## config.mk

```make
export PLATFORM = sky130hd
export DESIGN_NAME = lbdr_input_fifo_flat
export DESIGN_NICKNAME = d
export VERILOG_FILES = /design/src/rtl/lbdr_input_fifo_if.sv /design/src/rtl/lbdr_input_fifo.sv /design/src/flat_wrapper.sv
export SDC_FILE = /design/constraint.sdc
export NUM_CORES = 1
export LEC_CHECK = 0
export ABC_CLOCK_PERIOD_IN_PS = 3800
export CORE_ASPECT_RATIO = 2
export CORE_MARGIN = 2
export CORE_UTILIZATION = 40
export DETAILED_ROUTE_END_ITERATION = 7
export GPL_TIMING_DRIVEN = 0
export PLACE_DENSITY = 0.62
export SETUP_SLACK_MARGIN = 0.4
export SLEW_MARGIN = 20
export SYNTH_ARGS = -nofsm -noshare
export SYNTH_HDL_FRONTEND = slang
export SYNTH_SLANG_ARGS = --single-unit
```

## constraint.sdc

```tcl
create_clock -name clk -period 3.8 [get_ports clk]
set_input_delay 0.38 -clock clk [delete_from_list [all_inputs] [get_ports clk]]
set_output_delay 0.38 -clock clk [all_outputs]
set_load 0.03 [all_outputs]
```

## src/rtl/lbdr_input_fifo_if.sv

```systemverilog
// Handshake bundle between an upstream link/allocator and the LBDR input FIFO.
// The master drives writes and pops; the slave returns the head flit and status.
interface lbdr_input_fifo_if #(
    parameter int DATA_WIDTH = 32
);
    logic                  valid_in;
    logic [DATA_WIDTH-1:0] data_in;
    logic                  rd_en;
    logic                  full;
    logic                  empty;
    logic [DATA_WIDTH-1:0] data_out;
    logic [2:0]            flit_id;
    logic [3:0]            dst_addr;
    logic                  overflow;
    logic                  frame_err;

    modport master (
        output valid_in, data_in, rd_en,
        input  full, empty, data_out, flit_id, dst_addr, overflow, frame_err
    );

    modport slave (
        input  valid_in, data_in, rd_en,
        output full, empty, data_out, flit_id, dst_addr, overflow, frame_err
    );
endinterface

```

## src/rtl/lbdr_input_fifo.sv

```systemverilog
// First-word-fall-through input buffer ahead of the LBDR route stage, with
// sticky overflow and write-side packet framing checks.
module lbdr_input_fifo #(
    parameter int DATA_WIDTH = 32,
    parameter int DEPTH      = 4
) (
    input  logic               clk,
    input  logic               rst,
    lbdr_input_fifo_if.slave   fifo_bus
);
    localparam int AW = $clog2(DEPTH);

    localparam logic [2:0] ID_HEADER  = 3'b001;
    localparam logic [2:0] ID_PAYLOAD = 3'b010;
    localparam logic [2:0] ID_TAIL    = 3'b100;

    typedef enum logic {S_IDLE, S_IN_PKT} state_t;

    logic [DATA_WIDTH-1:0] r_mem [DEPTH];
    logic [AW-1:0]         r_wr_ptr;
    logic [AW-1:0]         r_rd_ptr;
    logic [AW:0]           r_count;
    logic                  r_overflow;
    logic                  r_frame_err;
    state_t                r_state;
    state_t                w_state_next;
    logic                  w_frame_set;
    logic                  w_full;
    logic                  w_empty;
    logic                  w_wr_ok;
    logic                  w_rd_ok;
    logic [2:0]            w_in_id;

    assign w_full  = (r_count == (AW+1)'(DEPTH));
    assign w_empty = (r_count == '0);
    // A pop frees the slot in the same cycle, so a write at full is taken when rd_en is high.
    assign w_wr_ok = fifo_bus.valid_in & (~w_full | fifo_bus.rd_en);
    assign w_rd_ok = fifo_bus.rd_en & ~w_empty;
    assign w_in_id = fifo_bus.data_in[DATA_WIDTH-1 -: 3];

    always_ff @(posedge clk) begin
        if (!rst && w_wr_ok) begin
            r_mem[r_wr_ptr] <= fifo_bus.data_in;
        end
    end

    always_ff @(posedge clk) begin
        if (rst) begin
            r_wr_ptr    <= '0;
            r_rd_ptr    <= '0;
            r_count     <= '0;
            r_overflow  <= 1'b0;
            r_frame_err <= 1'b0;
        end else begin
            if (w_wr_ok) r_wr_ptr <= r_wr_ptr + AW'(1);
            if (w_rd_ok) r_rd_ptr <= r_rd_ptr + AW'(1);
            case ({w_wr_ok, w_rd_ok})
                2'b10:   r_count <= r_count + (AW+1)'(1);
                2'b01:   r_count <= r_count - (AW+1)'(1);
                default: r_count <= r_count;
            endcase
            if (fifo_bus.valid_in && !w_wr_ok) r_overflow  <= 1'b1;
            if (w_frame_set)                   r_frame_err <= 1'b1;
        end
    end

    always_ff @(posedge clk) begin
        if (rst) r_state <= S_IDLE;
        else     r_state <= w_state_next;
    end

    // Framing only tracks accepted flits; erroneous flits are stored regardless.
    always_comb begin
        w_state_next = r_state;
        w_frame_set  = 1'b0;
        if (w_wr_ok) begin
            case (r_state)
                S_IDLE: begin
                    if (w_in_id == ID_HEADER) w_state_next = S_IN_PKT;
                    else                      w_frame_set  = 1'b1;
                end
                S_IN_PKT: begin
                    case (w_in_id)
                        ID_PAYLOAD: w_state_next = S_IN_PKT;
                        ID_TAIL:    w_state_next = S_IDLE;
                        default:    w_frame_set  = 1'b1;
                    endcase
                end
                default: w_state_next = S_IDLE;
            endcase
        end
    end

    assign fifo_bus.full      = w_full;
    assign fifo_bus.empty     = w_empty;
    assign fifo_bus.data_out  = r_mem[r_rd_ptr];
    assign fifo_bus.flit_id   = r_mem[r_rd_ptr][DATA_WIDTH-1 -: 3];
    assign fifo_bus.dst_addr  = r_mem[r_rd_ptr][3:0];
    assign fifo_bus.overflow  = r_overflow;
    assign fifo_bus.frame_err = r_frame_err;
endmodule

```

## src/flat_wrapper.sv

```systemverilog
// flat-port wrapper written by rule: the top's interface ports become plain ports
module lbdr_input_fifo_flat 
#(
    parameter int DATA_WIDTH = 32,
    parameter int DEPTH      = 4
)
  (clk, rst, fifo_bus_valid_in, fifo_bus_data_in, fifo_bus_rd_en, fifo_bus_full, fifo_bus_empty, fifo_bus_data_out, fifo_bus_flit_id, fifo_bus_dst_addr, fifo_bus_overflow, fifo_bus_frame_err);
  lbdr_input_fifo_if #(.DATA_WIDTH(DATA_WIDTH)) fifo_bus_i ();
  input  logic clk;
  input  logic rst;
  input wire logic [$bits(fifo_bus_i.valid_in)-1:0] fifo_bus_valid_in;
  input wire logic [$bits(fifo_bus_i.data_in)-1:0] fifo_bus_data_in;
  input wire logic [$bits(fifo_bus_i.rd_en)-1:0] fifo_bus_rd_en;
  output wire logic [$bits(fifo_bus_i.full)-1:0] fifo_bus_full;
  output wire logic [$bits(fifo_bus_i.empty)-1:0] fifo_bus_empty;
  output wire logic [$bits(fifo_bus_i.data_out)-1:0] fifo_bus_data_out;
  output wire logic [$bits(fifo_bus_i.flit_id)-1:0] fifo_bus_flit_id;
  output wire logic [$bits(fifo_bus_i.dst_addr)-1:0] fifo_bus_dst_addr;
  output wire logic [$bits(fifo_bus_i.overflow)-1:0] fifo_bus_overflow;
  output wire logic [$bits(fifo_bus_i.frame_err)-1:0] fifo_bus_frame_err;
  assign fifo_bus_i.valid_in = fifo_bus_valid_in;
  assign fifo_bus_i.data_in = fifo_bus_data_in;
  assign fifo_bus_i.rd_en = fifo_bus_rd_en;
  assign fifo_bus_full = fifo_bus_i.full;
  assign fifo_bus_empty = fifo_bus_i.empty;
  assign fifo_bus_data_out = fifo_bus_i.data_out;
  assign fifo_bus_flit_id = fifo_bus_i.flit_id;
  assign fifo_bus_dst_addr = fifo_bus_i.dst_addr;
  assign fifo_bus_overflow = fifo_bus_i.overflow;
  assign fifo_bus_frame_err = fifo_bus_i.frame_err;
  lbdr_input_fifo #(.DATA_WIDTH(DATA_WIDTH), .DEPTH(DEPTH)) u_core (.clk(clk), .rst(rst), .fifo_bus(fifo_bus_i));
endmodule
```

# Word-level counts from Yosys, hierarchy flattened
# Memory sizes are Yosys's and may differ from the RTL's. A register that Yosys moved wholly into a read port is not among the register bits.
# Index checks and enable logic that the tools add are counted.
# totals
regBits	10
ramBits	128
in_bits	36
out_inout_bits	43
wordCells	42
memories	1
# op_classes
add_sub_neg	4
n_eq_ne	6
mux	12
n_bitwise	6
reduce_logical	7
# mem_list
memory	depth	word_bits	rd	rd_clocked_by_memory_dff	wr	line	source
u_core.r_mem	4	32	1	1	1	lbdr_input_fifo.sv:19	logic [DATA_WIDTH-1:0] r_mem [DEPTH];
# ops
cell	n
2-to-1 mux 1 bit	7
equality test 3 bit (second input constant)	2
case mux 3 bit (2 select lines)	1
adder 2 x 1 -> 2 bit (second input constant)	2
2-to-1 mux 2 bit	2
case mux 1 bit (2 select lines)	2
adder 3 x 1 -> 3 bit (second input constant)	1
equality test 3 x 1 -> 1 bit (second input constant)	1
equality test 3 x 2 -> 1 bit (second input constant)	1
zero test 3 bit	1
NOT 1 bit	3
subtractor 3 x 1 -> 3 bit (second input constant)	1
bitwise AND 1 bit	2
equality test 2 x 1 -> 1 bit (second input constant)	1
equality test 2 bit (second input constant)	1
logical AND 1 bit	2
zero test 1 bit	2
nonzero test 2 bit	1
OR reduction 2 bit	1
OR 1 bit	1

# Logic depth before layout (Yosys ltp)
# logic_depth
ltp_word	7
mapped_depth	9
depth_no_buf	8

# Worst setup path after synthesis
# Ideal clock, no wire load.
# synth_path
kind	flip-flop to flip-flop
startpoint	register u_core.r_count[1]
endpoint	memory u_core.r_mem[1][0], enable pin
setup_time_ns	0.468
arrival_ns	3.072
required_time_ns	3.332
slack_ns	0.260
path_stages_with_launch	4
path_buffers	0
synth_period_minus_slack_ns	3.540
cell_sequence	dfxtp_1 -> or4b_4 -> nand2_4 -> nor3b_1
# synth_between
elab_chain_cells	7
# synth_lines
item	line	source
start, declared	lbdr_input_fifo.sv:22	logic [AW:0] r_count;
start signal, assigned	lbdr_input_fifo.sv:58	2'b10: r_count <= r_count + (AW+1)'(1);
start signal, assigned	lbdr_input_fifo.sv:59	2'b01: r_count <= r_count - (AW+1)'(1);
start signal, assigned	lbdr_input_fifo.sv:60	default: r_count <= r_count;
equality test 3 bit	lbdr_input_fifo.sv:34	assign w_full = (r_count == (AW+1)'(DEPTH));
NOT 1 bit	lbdr_input_fifo.sv:37	assign w_wr_ok = fifo_bus.valid_in & (~w_full | fifo_bus.rd_en);
OR 1 bit	lbdr_input_fifo.sv:37	
bitwise AND 1 bit	lbdr_input_fifo.sv:37	
logical AND 1 bit	lbdr_input_fifo.sv:42	if (!rst && w_wr_ok) begin
2-to-1 mux 1 bit	lbdr_input_fifo.sv:42	
2-to-1 mux 1 bit (implied by the code)	lbdr_input_fifo.sv:43	r_mem[r_wr_ptr] <= fifo_bus.data_in;
end, declared	lbdr_input_fifo.sv:19	
# Every way passes these cells.

==> impl_metrics.toml <==
[die]
coreArea_sq_um = 13000
dieArea_sq_um = 14300
start_util_pct = 40.9
die-height_microns = 167
die_w_microns = 85.5
io_pins = 79
rows = 59

[critical_path]
cpPeakStageDelay_ns = 0.58
cp-start-kind = "register"
crit_required_ns = 3.42
crit_type = "reg2out"
cpMostUsedCell = "buf_2"
crit_arrival_ns = 2.59
cp_cell_sequence = "buf_2 -> buf_2 -> mux4_2 -> buf_4 -> clkdlybuf4s50_1"
slowest_stage = "mux4_2"
critPathMaxFanout = 10
cp-end-kind = "output port"

[sta]
fin_crit_ns = 2.97
finalHoldViolations = 0
relSlewSlack_pct = 52.2
rsz0062_at_grt = "no"
worst_pin_slew_ns = 0.715
finClkSkew_ns = 0.00846
fin_crit_sh_pct = 78.2
holdWs_ns = 0.481
setup_tns_ns = 0
slew_violations = 0
max_freq_mhz = 337
setup_viol = 0

[placed_design]
place_congestion = 0.673
portBuffers = 78
hpwl_microns = 6980

[layout]
nNetsFinal = 401
drive_above_1_share_pct = 26.6
multi_input_area_sq_um = 1120
fill_cells = 1053
diodes = 0
register_area_sq_um = 4080
area_growth_pct = 32.9

[power_and_ir_drop]
p_per_area_nw_per_um2 = 662
max-vdd-ir-drop_mv = 0.370
leakagePower_uw = 0.00234

[yosys]
yosys-top-cells-area = "edfxtp_1 (72%), mux4_2 (14%), dfxtp_1 (4.5%)"
netlist_instances = 246
yosysWarnings = 0
yosysSeqAreaShare_pct = 76.8
synth_cell_types = 32
yosys.area.top_type_share_pct = 72.3
synth_nets = 288
yosys.area.top_type = "edfxtp_1"
ys_ff_latch = 140
synth_async_sr_flop_share_pct = 0
syn_area_sq_um = 5320
synth_flop_cell = "edfxtp_1"
syn_area_per_cell_sq_um = 21.6
synth-edff-count = 128

[drt]
drt-initial-drc-count = 204
wl_met1_microns = 3740
via_per_inst = 5.24
top_layer = "met4"
dr_wl_met3_microns = 414
firstDrtPassIters = 4
met2WireLength_microns = 5610
vias = 2748
routedWlPerCell_microns = 19.0
drt_wl_total_microns = 9970
drcViolationCount = 0
ant_nets = 0

[clock_tree]
clock-root-buffer = "clkbuf_16"
cts.sinks = 140
htree_num_levels = 4
cts_buffers = 17
cts_resized = 0
cts-hold-fix-buffers = 0
clk_pin_slew_worst_paths_ns = 0.06
cts_setup_buffers = 0
clock_tree.buffer_depth = 2
cts_tree = "done"
clk_latency_ns = 0.42

[grt]
grt_pass1_wl_microns = 15900
antenna_found_initial = 0
grt_max_degree = 17
grt_pass1_vias = 2924
grt-ovfl-total = 0
grt_usage_pct = 15.3

[worst_hold_path]
hp-class = "reg2reg"

[outcome]
status = "finished clean"

[run]
maxCapViolations = 0
[power breakdown]
part,internal (uW),leakage [uW],switching [uW]
combinational,559,0.000788,619
sequential,1760,0.00126,36.7
clock,1060,0.000292,643
[critical path: cells and delay by family (launching register included)]
kind / cells / cell delay (ns)
flops: 1 / 0.31
buf+inv: 4 / 1.28
mux: 1 / 0.58
[metrics by stage]
stage	std cells	util, %	worst slack, ns	total power, uW	area, sq um
after detailed placement	492	49.6	0.881	3030	6440
final	524	54.4	0.830	4680	7070
after CTS	524	54.4	0.770	4740	7070
after global routing	524	54.4	0.685	4860	7070
after floorplan	246	-	0.260	2590	5320
after global placement	476	48.4	-2.37	3010	6290
[final cells by class]
cell class	instances	area share [%]
clock inverter	14	2.60
buffer	16	1.47
inverter	8	0.425
clock buffer	18	6.21
tap	152	2.69
sequential	140	57.8
multi-input combinational	82	15.9
timing repair buffer	94	13.0
[final timing paths]
path	from	to	slack, ns	depth (start not counted)
worst max-delay path	register	fifo_bus_flit_id[0]	0.83	5
worst min-delay path	u_core.fifo_bus.frame_err$_SDFFE_PP0P_	u_core.fifo_bus.frame_err$_SDFFE_PP0P_	0.48	2
worst max register to register	u_core.r_count[0]$_SDFFE_PP0P_	u_core.r_count[2]$_SDFFE_PP0P_	1.30	9
worst min register to register	u_core.fifo_bus.frame_err$_SDFFE_PP0P_	u_core.fifo_bus.frame_err$_SDFFE_PP0P_	0.48	2
[per-layer routing]
metal / vias to the layer above / global-route usage, %
met3: 17 / 4.81
met2: 69 / 25.9
met1: 1430 / 17.5
met4: 0 / 6.63
li1: 1232 / -
met5: - / 0
[cells by family (layout without fill, tap and decap cells)]
| group | after synthesis | count (layout) | share of synthesized area, % |
|---|---|---|---|
| buf+inv | 24 | 150 | 2.52 |
| compound gates | 12 | 12 | 1.65 |
| xor+xnor | 4 | 4 | 0.659 |
| mux | 32 | 32 | 13.5 |
| fa+ha+maj | 6 | 6 | 1.55 |
| flops | 140 | 140 | 76.8 |
| simple gates | 28 | 28 | 3.29 |
[layout by cell type (no fill, tap or decap), types with 4 or more instances in the layout]
cell,synthesis,final
a21oi_1,4,4
buf_4,9,21
buf_6,1,5
clkbuf_16,0,17
clkdlybuf4s50_1,0,78
clkinvlp_4,0,4
dfxtp_1,12,12
edfxtp_1,128,128
ha_1,5,5
inv_1,8,8
mux4_2,32,32
nor2_1,9,9
nor3b_2,0,4
xor2_1,4,4
[registers in the layout, indices dropped and copies added, names as in the netlist, named ones only]
register	cells
u_core.r_state	1
u_core.r_rd_ptr	2
u_core.r_wr_ptr	2
u_core.r_count	3
u_core.fifo_bus.frame_err	1
u_core.r_mem	128
u_core.fifo_bus.overflow	1
[synth_stat cells, drive strengths merged, types with 2 or more instances]
library cell	instances
a21oi	4
nor4	2
dfxtp	12
xor2	4
buf	15
ha	5
o21ai	3
nor2	9
edfxtp	128
inv	8
nor3b	5
mux4	32
nor4b	2
a31oi	2
nand3	2
nand2	2
Note: power is estimated with default switching activity, not from simulation.
